--- config.mk ---
export PLATFORM = sky130hd
export DESIGN_NAME = i2s_sample_transmitter
export DESIGN_NICKNAME = d
export VERILOG_FILES = /design/src/rtl/i2s_sample_transmitter.sv
export SDC_FILE = /design/constraint.sdc
export NUM_CORES = 1
export LEC_CHECK = 0
export ABC_AREA = 1
export CORE_MARGIN = 4
export CORE_UTILIZATION = 45
export DETAILED_ROUTE_END_ITERATION = 12
export DONT_BUFFER_PORTS = 1
export PLACE_DENSITY_LB_ADDON = 0.08
export SYNTH_ARGS = -nofsm -noshare
export SYNTH_HDL_FRONTEND = slang
export SYNTH_SLANG_ARGS = --single-unit
--- constraint.sdc ---
create_clock -name clk -period 4.74 [get_ports clk]
set_clock_uncertainty 0.2 [all_clocks]
set_input_delay 0.474 -clock clk [delete_from_list [all_inputs] [get_ports clk]]
set_output_delay 0.474 -clock clk [all_outputs]
set_load 0.01 [all_outputs]
--- src/rtl/i2s_sample_transmitter.sv ---
// i2s_sample_transmitter: one-entry buffered mono sample to Philips I2S serializer.
// Each latched word goes out on both slots; an empty buffer at latch repeats the last word.
module i2s_sample_transmitter #(
    parameter int CLK_DIV_HALF = 4,
    parameter int SLOT_WIDTH   = 16
) (
    input  logic                  clk,
    input  logic                  reset,
    input  logic [SLOT_WIDTH-1:0] sample,
    input  logic                  sample_valid,
    output logic                  sample_ready,
    input  logic                  mute,
    output logic                  i2s_bclk,
    output logic                  i2s_lrclk,
    output logic                  i2s_data,
    output logic                  underrun,
    output logic                  frame_start
);
    localparam int PW = $clog2(SLOT_WIDTH);
    localparam int CW = PW + 1;
    localparam logic [7:0] DIV_LAST = 8'(CLK_DIV_HALF - 1);
    localparam logic [CW-1:0] CNT_ONE = 1;

    logic [7:0]            r_div;
    logic                  r_bclk;
    logic [CW-1:0]         r_cnt;
    logic                  r_lrclk;
    logic                  r_data;
    logic                  r_underrun;
    logic                  r_frame_start;
    logic [SLOT_WIDTH-1:0] r_buf;
    logic                  r_full;
    logic [SLOT_WIDTH-1:0] r_last;
    logic [SLOT_WIDTH-1:0] r_word;

    logic                  w_wrap;
    logic                  w_fall;
    logic                  w_latch;
    logic                  w_accept;
    logic [CW-1:0]         w_cnt_nxt;
    logic [PW-1:0]         w_idx;
    logic [SLOT_WIDTH-1:0] w_src;
    logic [SLOT_WIDTH-1:0] w_tx;

    assign w_wrap    = (r_div == DIV_LAST);
    assign w_fall    = w_wrap && r_bclk;
    assign w_cnt_nxt = r_cnt + CNT_ONE;
    assign w_latch   = w_fall && (w_cnt_nxt == CNT_ONE);
    assign w_accept  = sample_valid && !r_full;
    assign w_src     = r_full ? r_buf : r_last;
    assign w_tx      = mute ? '0 : w_src;

    // One-bit I2S delay: slot position p carries bit (SLOT_WIDTH - p) mod SLOT_WIDTH
    assign w_idx = {PW{1'b0}} - w_cnt_nxt[PW-1:0];

    always_ff @(posedge clk) begin
        if (reset) begin
            r_div         <= '0;
            r_bclk        <= 1'b0;
            r_cnt         <= '0;
            r_lrclk       <= 1'b0;
            r_data        <= 1'b0;
            r_underrun    <= 1'b0;
            r_frame_start <= 1'b0;
            r_buf         <= '0;
            r_full        <= 1'b0;
            r_last        <= '0;
            r_word        <= '0;
        end else begin
            r_underrun    <= 1'b0;
            r_frame_start <= 1'b0;
            r_div         <= w_wrap ? 8'd0 : r_div + 8'd1;
            if (w_wrap) begin
                r_bclk <= !r_bclk;
            end
            if (w_fall) begin
                r_cnt   <= w_cnt_nxt;
                r_lrclk <= w_cnt_nxt[PW];
                r_data  <= r_word[w_idx];
            end
            // Left MSB: take the buffer (or repeat), muted words still consume it
            if (w_latch) begin
                r_word        <= w_tx;
                r_data        <= w_tx[SLOT_WIDTH-1];
                r_last        <= w_src;
                r_frame_start <= 1'b1;
                r_underrun    <= !r_full;
            end
            if (w_accept) begin
                r_buf  <= sample;
                r_full <= 1'b1;
            end else if (w_latch) begin
                r_full <= 1'b0;
            end
        end
    end

    assign sample_ready = !r_full;
    assign i2s_bclk     = r_bclk;
    assign i2s_lrclk    = r_lrclk;
    assign i2s_data     = r_data;
    assign underrun     = r_underrun;
    assign frame_start  = r_frame_start;

endmodule

# == Word level (Yosys, flattened, before mapping) ==
# Index checks and enable logic that the tools add are counted.
# classes
n_div,0
n_bitwise,1
n_shift,0
add_sub_neg,3
multipliers,0
n_reduce_logical,9
magnitude_cmp,1
n_eq_ne,2
mux,9
# ops
operator,count
$mux 16,2
$add 8x1->8 const B,1
$eq 8x2->1 const B,1
$mux 1,6
$add 5x1->5 const B,1
$eq 5x1->1 const B,1
$lt 4x5->1 const B,1
$bmux 1 s4,1
$reduce_bool 2->1,2
$reduce_or 2->1,2
$sub 1x4->4 const A,1
$logic_and 1x1->1,3
$logic_not 1->1,2
$not 1->1,1
# totals
out_inout_bits,6
n_memories,0
romBits,0
regBits,67
ram_bits,0
latch_bits,0

# == Depth between registers and ports, before layout ==
# Gate-level depths: netlist of run 1.
# logic_depth
depth_word,6
mapped_depth,14

# == Worst setup path after synthesis of run 1 ==
# OpenSTA, ideal clock, no wires.
# synth_timing
path_type,register to register
start,reg r_cnt[0]
end,"reg r_data, in the netlist i2s_data"
t_arrival_ns,1.597
period_less_slack_ns,1.914
required_time_ns,4.423
stages_incl_launch_ff,14
slack_ns,2.826
path_cell_list,dfxtp_1 buf_4 inv_2 ha_1 inv_1 nand2_1 nor2_1 nand2_1 nand2_1 nand2_1 nand2_1 nor2_1 nor2_1 nor2_1
# synth_between
elab_chain_len,6
word_cells_on_any_way,9
# synth_rtl
element,line,source
from (decl),26,logic [CW-1:0] r_cnt;
from (signal assigned),77,r_cnt <= w_cnt_nxt;
$add 5x1->5 (*),47,assign w_cnt_nxt = r_cnt + CNT_ONE;
named net w_cnt_nxt[0],40,logic [CW-1:0] w_cnt_nxt;
$sub 1x4->4,54,assign w_idx = {PW{1'b0}} - w_cnt_nxt[PW-1:0];
$bmux 1 s4,79,r_data <= r_word[w_idx];
$mux 1 (not written as such),79,
$mux 1,76,if (w_fall) begin
$mux 1,82,if (w_latch) begin
to (signal assigned),79,
to (signal assigned),84,r_data <= w_tx[SLOT_WIDTH-1];
to (decl),28,logic r_data;
# The timed path passes the listed nets; every way through them passes the cells marked *. The select of a mux whose other input is x is not followed.
# A chain may end at the register's enable or synchronous reset.

# == Final worst setup path of run 1 ==
# layout_timing
start,reg r_cnt[0]
end,reg r_word[9]
# layout_between
elab_chain_len,3
# layout_rtl
element,line,source
$add 5x1->5,47,
$eq 5x1->1,48,assign w_latch = w_fall && (w_cnt_nxt == CNT_ONE);
$logic_and 1x1->1,48,
to (signal assigned),83,r_word <= w_tx;
to (decl),34,logic [SLOT_WIDTH-1:0] r_word;
# Every way passes these cells.

==> metrics, run 1 <==
Worst Setup End Kind flip-flop; Net count, final ~440; wire length of the first global-routing pass around 11 mm; Resized Gates After CTS 0; worst max-slew margin expressed relative to the limit between 50% and 60%; via total after detailed routing between 2000 and 2500; power density cells 365.4 nW/um^2; final number of hold-violating endpoints 0; signal arrival time at the worst endpoint 2570 ps; Worst-Skew Late Latency 330 ps; Antenna Violating Nets Remaining 0; Post-synth top cells sky130_fd_sc_hd__nand2_1 (154), sky130_fd_sc_hd__dfxtp_1 (66), sky130_fd_sc_hd__nor2_1 (48), sky130_fd_sc_hd__a21oi_1 (41), sky130_fd_sc_hd__o21ai_0 (25); CTS tree yes; area share of the leading cell type in the synthesized netlist between 40 and 50%; number of DRC markers after the initial detailed-route iteration 131; Final Slew Violations 0; Total Neg Setup Slack 0 ps; critical path launch point type flip-flop; H-tree Lvls 3; max-cap violation count 0; Die Span X roughly 89 um; setup repair after global routing missed its margin no; least setup slack across all paths after layout 2198 ps; register bit total from synthesis 66; leak pwr between 1 and 1.5 nW; top cell type by total area after synthesis sky130_fd_sc_hd__dfxtp_1; post-synthesis cell area 2924 um^2; met1 Usage GRT 23.90%; die area 7852 um^2; setup repair bufs after CTS 0; remaining design rule violation count 0; worst slew pin tran a little over 600 ps; dominant cell by count in the synthesized netlist sky130_fd_sc_hd__nand2_1; Layout area overhead 6.675%; wire length per cell after detailed routing 12.26 um; IR drop worst, VDD 0.1776 mV; fraction of met2 tracks used by global routing 26.04%; fmax 393.3 MHz; diode count 0; switching part of the total 22.59%; Power Internal 0.8824 mW; Setup Slack @ Placement around 2200 ps; fraction of layout cells with a size suffix above 1 6.635%; boundary pin count 26; placed cell count 483; Final min period 2542 ps; initial antenna violation count 0; Distinct cells, synth 24; share of power burned in combinational logic about 5.3%; final instance count without filler cells 499; area used by multi-input combinational logic around 1400 um^2; aggregate global routing overflow 0; clock group share of total power 43.4%; sequential fraction of the synthesis area 45.19%; total of endpoints with negative setup slack in the final report 0; total wirelength of the detailed-routed design between 6 and 7 mm; path type of the worst setup path reg -> reg; leading post-synthesis cells by cell area sky130_fd_sc_hd__dfxtp_1 (45%), sky130_fd_sc_hd__nand2_1 (20%), sky130_fd_sc_hd__a21oi_1 (7.0%); Detail Placement HPWL 4.102 mm; busiest metal layer after global routing met2; share of total power in sequential cells 51.3%; Filler Cell Count 669; met3 track demand over resource 3.631%; detailed-routing iteration count for the pre-antenna-repair pass 4; Root Driver sky130_fd_sc_hd__clkbuf_8; clock tree buffer depth 2; Reg area approximately 1300 um^2; Post-Synthesis Cells 427; Port-buffer cells 0; result of the run finished, final reports clean; number of flops mapped to enable cells by yosys 0; starting density of the core 46.31%; most common flop cell mapped by yosys sky130_fd_sc_hd__dfxtp_1; data required time at the worst endpoint between 4000 and 5000 ps; Std-Cell Core Area 6314 um^2; global placement routability congestion 0.8423; total routing resource utilization after global routing 17.54%; # rows 29; CTS Buf Count 9; clock sinks 66; Chip Height 88.61 um; min-delay worst type in -> reg; maximum fanout along the worst path 37; clk slew on worst S/H paths 70 ps; net switching power 0.2574 mW; mean instance size in the synthesized netlist just under 7 um^2; net count after synthesis 450; fraction of registers with async set/reset 0%; hold buffer count at cts 1; Vias per Instance roughly 5.0; final worst-path cycle share a little over half; largest net degree at the start of global routing 38; number of global-route vias before repair 2294; count of warnings emitted by yosys 0
## critical path: stages, from the launching register on
cell and delay, ps:
sky130_fd_sc_hd__dfxtp_1 590, sky130_fd_sc_hd__ha_1 310, sky130_fd_sc_hd__nand4_1 110, sky130_fd_sc_hd__nand2_1 120, sky130_fd_sc_hd__nor2_2 60, sky130_fd_sc_hd__nand2_4 310, sky130_fd_sc_hd__clkinv_2 440, sky130_fd_sc_hd__nand3_1 210
sky130_fd_sc_hd__a21oi_1 80
## metrics by stage
stage               instance area [um^2]  hold slack [ps]  util [%]  total power, mW
floorplan                           2924            230.3         -           0.6446
global placement                    2899            245.8     45.92           0.6511
detailed placement                  2899            250.9     45.92           0.6521
CTS                                 3119            89.27     49.41            1.155
global route                        3119            90.44     49.41            1.193
finish                              3119            102.1     49.41            1.140
## worst paths after layout
kind	end	slack, ps	start	depth (start not counted)
hold / removal	r_buf[5]$_SDFFE_PP0P_	100	sample[5]	2
setup reg to reg	r_word[9]$_SDFFE_PP0P_	2200	r_cnt[0]$_SDFFE_PP0P_	8
setup / recovery	r_word[9]$_SDFFE_PP0P_	2200	r_cnt[0]$_SDFFE_PP0P_	8
hold reg to reg	r_last[3]$_SDFFE_PP0P_	270	r_last[3]$_SDFFE_PP0P_	2
## power groups by stage
stage | clock network, mW | logic (mW) | registers, mW
floorplan | 0 | 0.0536 | 0.591
global placement | 0 | 0.0545 | 0.597
detailed placement | 0 | 0.0547 | 0.597
CTS | 0.509 | 0.0614 | 0.585
global route | 0.535 | 0.0707 | 0.587
finish | 0.495 | 0.0603 | 0.585
## placed cells by master, fill, tap and decap left out, types with 2 or more instances in the layout
cell type / instances
sky130_fd_sc_hd__inv_1: 19
sky130_fd_sc_hd__ha_1: 3
sky130_fd_sc_hd__nor2_2: 2
sky130_fd_sc_hd__nand3_1: 24
sky130_fd_sc_hd__clkinv_2: 2
sky130_fd_sc_hd__nand2_1: 154
sky130_fd_sc_hd__nor3_1: 3
sky130_fd_sc_hd__bufinv_16: 2
sky130_fd_sc_hd__dfxtp_1: 66
sky130_fd_sc_hd__nand4_1: 6
sky130_fd_sc_hd__o21ai_0: 25
sky130_fd_sc_hd__nand3_2: 2
sky130_fd_sc_hd__clkbuf_1: 3
sky130_fd_sc_hd__inv_2: 6
sky130_fd_sc_hd__a21oi_1: 41
sky130_fd_sc_hd__clkbuf_8: 9
sky130_fd_sc_hd__nand2_2: 2
sky130_fd_sc_hd__nor2_1: 48
## final cells by class
type,count,share of cell area [%]
repair buffers,1,0.6418
clock inverters,3,2.086
flip-flops and latches,66,42.36
multi-input cells,314,44.32
well taps,77,3.089
inverters,26,3.169
clock buffers,12,4.332
## flip-flops by register name, summed over array words and instances (netlist names)
register     cells
frame_start      1
i2s_bclk         1
i2s_data         1
r_buf           16
r_cnt            5
r_div            8
r_full           1
r_last          16
r_word          16
underrun         1
## cell families (layout without fill, tap and decap cells)
family	after synthesis	in the layout	share of synthesized area [%]
AO/OA/AOI/OAI	67	67	11.55
XOR/XNOR	1	1	0.2996
adder cells (fa/ha/maj)	3	3	1.284
buffers and inverters	47	42	7.531
flip-flops	66	66	45.19
AND/OR/NAND/NOR	243	243	34.15
## layer usage
layer  part of all wire, %  routed length, um
met1                    50               3081
met2                    44               2675
met3                   4.0                243
met4                   1.9                117
met5                     0                  0
Note: power is estimated with default switching activity, not from simulation.
==> inputs of run 2 (changes only) <==
clock period = 2.3 ns   (was 4.74 ns; I/O delays follow)
==> metrics, run 2 (synthesized netlist as in run 1, its figures left out) <==
fraction of layout cells with a size suffix above 1 7.710%; share of power burned in combinational logic 7.4%; CTS tree yes; CP startpoint r_cnt[0]$_SDFFE_PP0P_; starting density of the core 46.31%; Antenna Violating Nets Remaining 0; clock tree buffer depth 2; Worst-Skew Late Latency 330 ps; setup repair after global routing missed its margin no; depth of the most critical reg-to-reg path 13; detailed-routing iteration count for the pre-antenna-repair pass 5; Final Slew Violations 0; Final min period 2009 ps; CTS Buf Count 9; worst-path cell chain inv_2, ha_2, inv_1, nand2_1, nand2_1, nand2_1, nand2_1, nand2_1, nand2_1, nor2_1, nor2_1, nor2_1, nor2_1; Detail Placement HPWL about 4.1 mm; Root Driver sky130_fd_sc_hd__clkbuf_8; Net count, final 463; Total Neg Setup Slack 0 ps; max-cap violation count 0; setup repair bufs after CTS 0; r2r endpoint i2s_data$_SDFFE_PP0P_; critical path launch point type flip-flop; register-to-register setup slack 290 ps; leak pwr around 1.4 nW; final number of hold-violating endpoints 0; Vias per Instance 4.927; share of total power in sequential cells 55.7%; number of cells on the critical path 13; Die Span X 88.61 um; boundary pin count 26; net switching power about 0.52 mW; largest net degree at the start of global routing 37; cell repeated most along the worst path sky130_fd_sc_hd__nand2_1; worst max-slew margin expressed relative to the limit between 60% and 70%; registers with the most flip-flops r_buf x16, r_last x16, r_word x16; most frequent standard cell in the layout excluding fill and tap cells sky130_fd_sc_hd__nand2_1; startpoint of the worst-slack reg-to-reg timing path r_cnt[0]$_SDFFE_PP0P_; total wirelength of the detailed-routed design roughly 6.2 mm; via total after detailed routing 2552; Critical path buffers and inverters 2; cell family with most CP delay simple AND/OR/NAND/NOR gates; die area 7852 um^2; min-delay worst type in -> reg; aggregate global routing overflow 0; # rows 29; signal arrival time at the worst endpoint 2030 ps; clock sinks 66; path type of the worst setup path reg -> reg; H-tree Lvls 3; final worst-path cycle share between 80% and 90%; cell area after layout 3277 um^2; total of endpoints with negative setup slack in the final report 0; fmax ~500 MHz; number of DRC markers after the initial detailed-route iteration 103; global placement routability congestion 0.8332; Std-Cell Core Area ~6300 um^2; Chip Height slightly below 90 um; standard cell with the maximum stage delay on the critical path sky130_fd_sc_hd__ha_2; launch point of the worst hold path reset; Worst Setup End Kind flip-flop; worst slew pin tran 594.6 ps; wire length per cell after detailed routing roughly 12 um; switching part of the total 24.10%; power density cells roughly 660 nW/um^2; diode count 0; result of the run finished, final reports clean; post-detailed-placement cell area 2937 um^2; maximum fanout along the worst path 10; crit-path max cell delay roughly 400 ps; leading cell types in the layout, fill and taps excluded sky130_fd_sc_hd__nand2_1 (154), sky130_fd_sc_hd__dfxtp_1 (65), sky130_fd_sc_hd__nor2_1 (48); IR drop worst, VDD 0.3942 mV; total routing resource utilization after global routing 17.93%; Port-buffer cells 0; Power Internal ~1.6 mW; Layout area overhead 12.07%; data required time at the worst endpoint approximately 2300 ps; initial antenna violation count 0; critical path capture point i2s_data$_SDFFE_PP0P_; number of global-route vias before repair 2419; remaining design rule violation count 0; clk slew on worst S/H paths 70 ps; clock group share of total power 36.9%; wire length of the first global-routing pass 11.00 mm
[run 2: cell count changes in the layout (fill, tap and decap cells not counted), sizes merged]
| cell | change |
|---|---|
| dlygate4sd3 | +17 |
| buf | +5 |
| bufinv | -2 |
| clkbuf | -1 |
[run 2: cell type report]
class | count | area [um^2]
tap | 77 | 96.34
timing repair buffer | 23 | 227.7
inverter | 26 | 98.84
clock inverter | 1 | 5.005
clock buffer | 11 | 141.4
sequential | 66 | 1323
fill | 636 | 3037
multi-input combinational | 314 | 1385
[run 2: metrics by stage]
step           utilization (%)  power [mW]  hold slack [ps]  setup slack, ps  std cells
2_1_floorplan                -       1.328            196.7            385.5        427
3_3_place_gp             46.51       1.346            102.6            188.9        488
3_5_place_dp             46.51       1.350            104.9            169.7        488
4_1_cts                  51.84       2.177            7.598            141.3        518
5_1_grt                  51.90       2.259            22.00            72.20        518
6_report                 51.90       2.152            17.17            291.3        518
[run 2: power groups by stage]
stage / logic [mW] / registers, mW / clock network [mW]
after detailed placement: 0.125 / 1.23 / 0
after CTS: 0.161 / 1.20 / 0.818
after floorplan: 0.110 / 1.22 / 0
after global placement: 0.123 / 1.22 / 0
after global routing: 0.186 / 1.20 / 0.870
final: 0.160 / 1.20 / 0.793
[run 2: metal layers]
layer	global-route usage, %	vias up	share of wire [%]
met3	3.724	9	2.7
met2	28.82	33	45
li1	-	1387	-
met5	0	-	0
met4	7.418	0	1.7
met1	23.45	1123	50
[run 2: worst min-delay path by stage]
stage | depth (start not counted) | slack [ps] | to
3_3_place_gp | 1 | 100 | r_word[0]$_SDFFE_PP0P_
3_5_place_dp | 1 | 100 | r_last[1]$_SDFFE_PP0P_
5_1_grt | 3 | 20 | r_div[1]$_SDFF_PP0_
2_1_floorplan | 2 | 200 | r_buf[0]$_SDFFE_PP0P_
6_report | 3 | 20 | r_div[3]$_SDFF_PP0_
4_1_cts | 3 | 8 | r_div[4]$_SDFF_PP0_
[run 2: what timing repair did]
action                                  in CTS  in global routing
endpoints found under the hold margin       52                  0
hold buffers                                18                  0
gates resized for setup                      0                  2
endpoints found under the setup margin       0                  1
[run 2: tightest hold or removal path, delay by kind of cell]
kind | cells | cell delay (ps)
compound gates | 1 | 60
buf+inv | 1 | 190
simple gates | 1 | 20
==> inputs of run 3 (changes only) <==
HOLD_SLACK_MARGIN = 0.06   (was not set)
==> metrics, run 3 (synthesized netlist as in run 1, its figures left out) <==
Std-Cell Core Area 6314 um^2; result of the run finished, final reports clean; final hold slack roughly 180 ps; cell depth of the worst hold path 3; worst max-slew margin expressed relative to the limit roughly 60%; remaining design rule violation count 0; wire length of the first global-routing pass 11.01 mm; Vias per Instance 4.909; Final min period ~2000 ps; min-delay worst type in -> reg; leak pwr approximately 1.4 nW; power density cells 657.6 nW/um^2; total of endpoints with negative setup slack in the final report 0; global placement routability congestion 0.8332; critical path launch point type flip-flop; Port-buffer cells 0; Worst-Skew Late Latency 330 ps; largest net degree at the start of global routing 38; Chip Height 88.61 um; boundary pin count 26; Worst Setup End Kind flip-flop; r2r endpoint i2s_data$_SDFFE_PP0P_; CTS tree yes; registers with the most flip-flops r_buf x16, r_last x16, r_word x16; starting density of the core 46.31%; Core Util, Final 51.90%; fmax 498.4 MHz; Layout area overhead 12.07%; data required time at the worst endpoint roughly 2300 ps; max-cap violation count 0; Filler Cell Count between 600 and 700; crit-path max cell delay 400 ps; Net count, final approximately 460; setup repair bufs after CTS 0; IR drop worst, VDD 0.3962 mV; leading cell types in the layout, fill and taps excluded sky130_fd_sc_hd__nand2_1 (154), sky130_fd_sc_hd__dfxtp_1 (65), sky130_fd_sc_hd__nor2_1 (48); Antenna Violating Nets Remaining 0; # rows 29; detailed-routing iteration count for the pre-antenna-repair pass 4; wire length per cell after detailed routing approximately 12 um; Final Slew Violations 0; standard cell with the maximum stage delay on the critical path sky130_fd_sc_hd__ha_2; maximum fanout along the worst path 10; worst-path cell chain inv_2, ha_2, inv_1, nand2_1, nand2_1, nand2_1, nand2_1, nand2_1, nand2_1, nor2_1, nor2_1, nor2_1, nor2_1; total routing resource utilization after global routing between 10% and 20%; number of global-route vias before repair 2415; CTS Buf Count 9; most frequent standard cell in the layout excluding fill and tap cells sky130_fd_sc_hd__nand2_1; final worst-path cycle share 87.23%; Detail Placement HPWL 4.143 mm; depth of the most critical reg-to-reg path 13; Setup Slack @ Placement 169.7 ps; Die Span X between 80 and 90 um; die area about 7900 um^2; capture endpoint of the worst hold path r_word[6]$_SDFFE_PP0P_; clk slew on worst S/H paths 70 ps; diode count 0; overall power consumption 2.155 mW; via total after detailed routing 2543; Root Driver sky130_fd_sc_hd__clkbuf_8; H-tree Lvls 3; total wirelength of the detailed-routed design about 6.3 mm; Critical path buffers and inverters 2; fraction of layout cells with a size suffix above 1 7.710%; clock sinks 66; register-to-register setup slack 290 ps; Total Neg Setup Slack 0 ps; clock tree buffer depth 2; number of DRC markers after the initial detailed-route iteration 115; startpoint of the worst-slack reg-to-reg timing path r_cnt[0]$_SDFFE_PP0P_; least setup slack across all paths after layout around 300 ps; initial antenna violation count 0; worst slew pin tran 598.0 ps; aggregate global routing overflow 0; cell repeated most along the worst path sky130_fd_sc_hd__nand2_1; setup repair after global routing missed its margin no; path type of the worst setup path reg -> reg; launch point of the worst hold path mute; final number of hold-violating endpoints 0; signal arrival time at the worst endpoint between 2000 and 2500 ps; cell family with most CP delay simple AND/OR/NAND/NOR gates
-- run 3: cell counts in the layout (fill, tap and decap cells not counted) --
Identical to the previous run, type by type.
-- run 3: worst max-delay path by stage --
stage / start / to / slack [ps] / cells after the start
5_1_grt: r_div[0]$_SDFF_PP0_ / r_word[0]$_SDFFE_PP0P_ / 70 / 9
4_1_cts: r_cnt[0]$_SDFFE_PP0P_ / i2s_data$_SDFFE_PP0P_ / 140 / 13
2_1_floorplan: r_cnt[0]$_SDFFE_PP0P_ / i2s_data$_SDFFE_PP0P_ / 390 / 13
3_5_place_dp: r_cnt[0]$_SDFFE_PP0P_ / i2s_data$_SDFFE_PP0P_ / 170 / 13
3_3_place_gp: r_cnt[0]$_SDFFE_PP0P_ / i2s_data$_SDFFE_PP0P_ / 190 / 13
6_report: r_cnt[0]$_SDFFE_PP0P_ / i2s_data$_SDFFE_PP0P_ / 290 / 13
-- run 3: metal layers --
layer  GRT usage (%)  routed length (um)
met1           23.51                3128
met3           3.724                 174
met5               0                   0
met2           28.89                2854
met4           7.418                  97
-- run 3: through the flow --
stage                     cells  instance area, um^2
after detailed placement    488                 2937
after CTS                   518                 3273
final                       518                 3277
after global routing        518                 3277
after global placement      488                 2937
after floorplan             427                 2924
-- run 3: where the power goes --
part,switching [mW],total [mW],internal [mW]
clock,0.401,0.797,0.395
combinational,0.0984,0.159,0.0610
sequential,0.0221,1.20,1.18
-- run 3: cell type report --
cell class	instances	area [um^2]	area share (%)
sequential	66	1323	40.36
clock buffer	11	141.4	4.315
timing repair buffer	23	227.7	6.949
multi-input combinational	314	1385	42.27
clock inverter	1	5.005	0.1527
inverter	26	98.84	3.016
tap	77	96.34	2.940
-- run 3: repair_timing --
item | in CTS | in global routing
setup endpoints to repair | 0 | 1
hold endpoints to repair | 58 | 0
gates resized for setup | 0 | 2
hold buffers | 18 | 0
-- run 3: worst register-to-register path: stages (launching register included) --
cell                      delay [ps]
sky130_fd_sc_hd__dfxtp_2         390
sky130_fd_sc_hd__inv_2           110
sky130_fd_sc_hd__ha_2            400
sky130_fd_sc_hd__inv_1           120
sky130_fd_sc_hd__nand2_1         120
sky130_fd_sc_hd__nand2_1          80
sky130_fd_sc_hd__nand2_1          60
sky130_fd_sc_hd__nand2_1          50
sky130_fd_sc_hd__nand2_1          50
sky130_fd_sc_hd__nand2_1          60
sky130_fd_sc_hd__nor2_1           80
sky130_fd_sc_hd__nor2_1           60
sky130_fd_sc_hd__nor2_1           80
sky130_fd_sc_hd__nor2_1           40
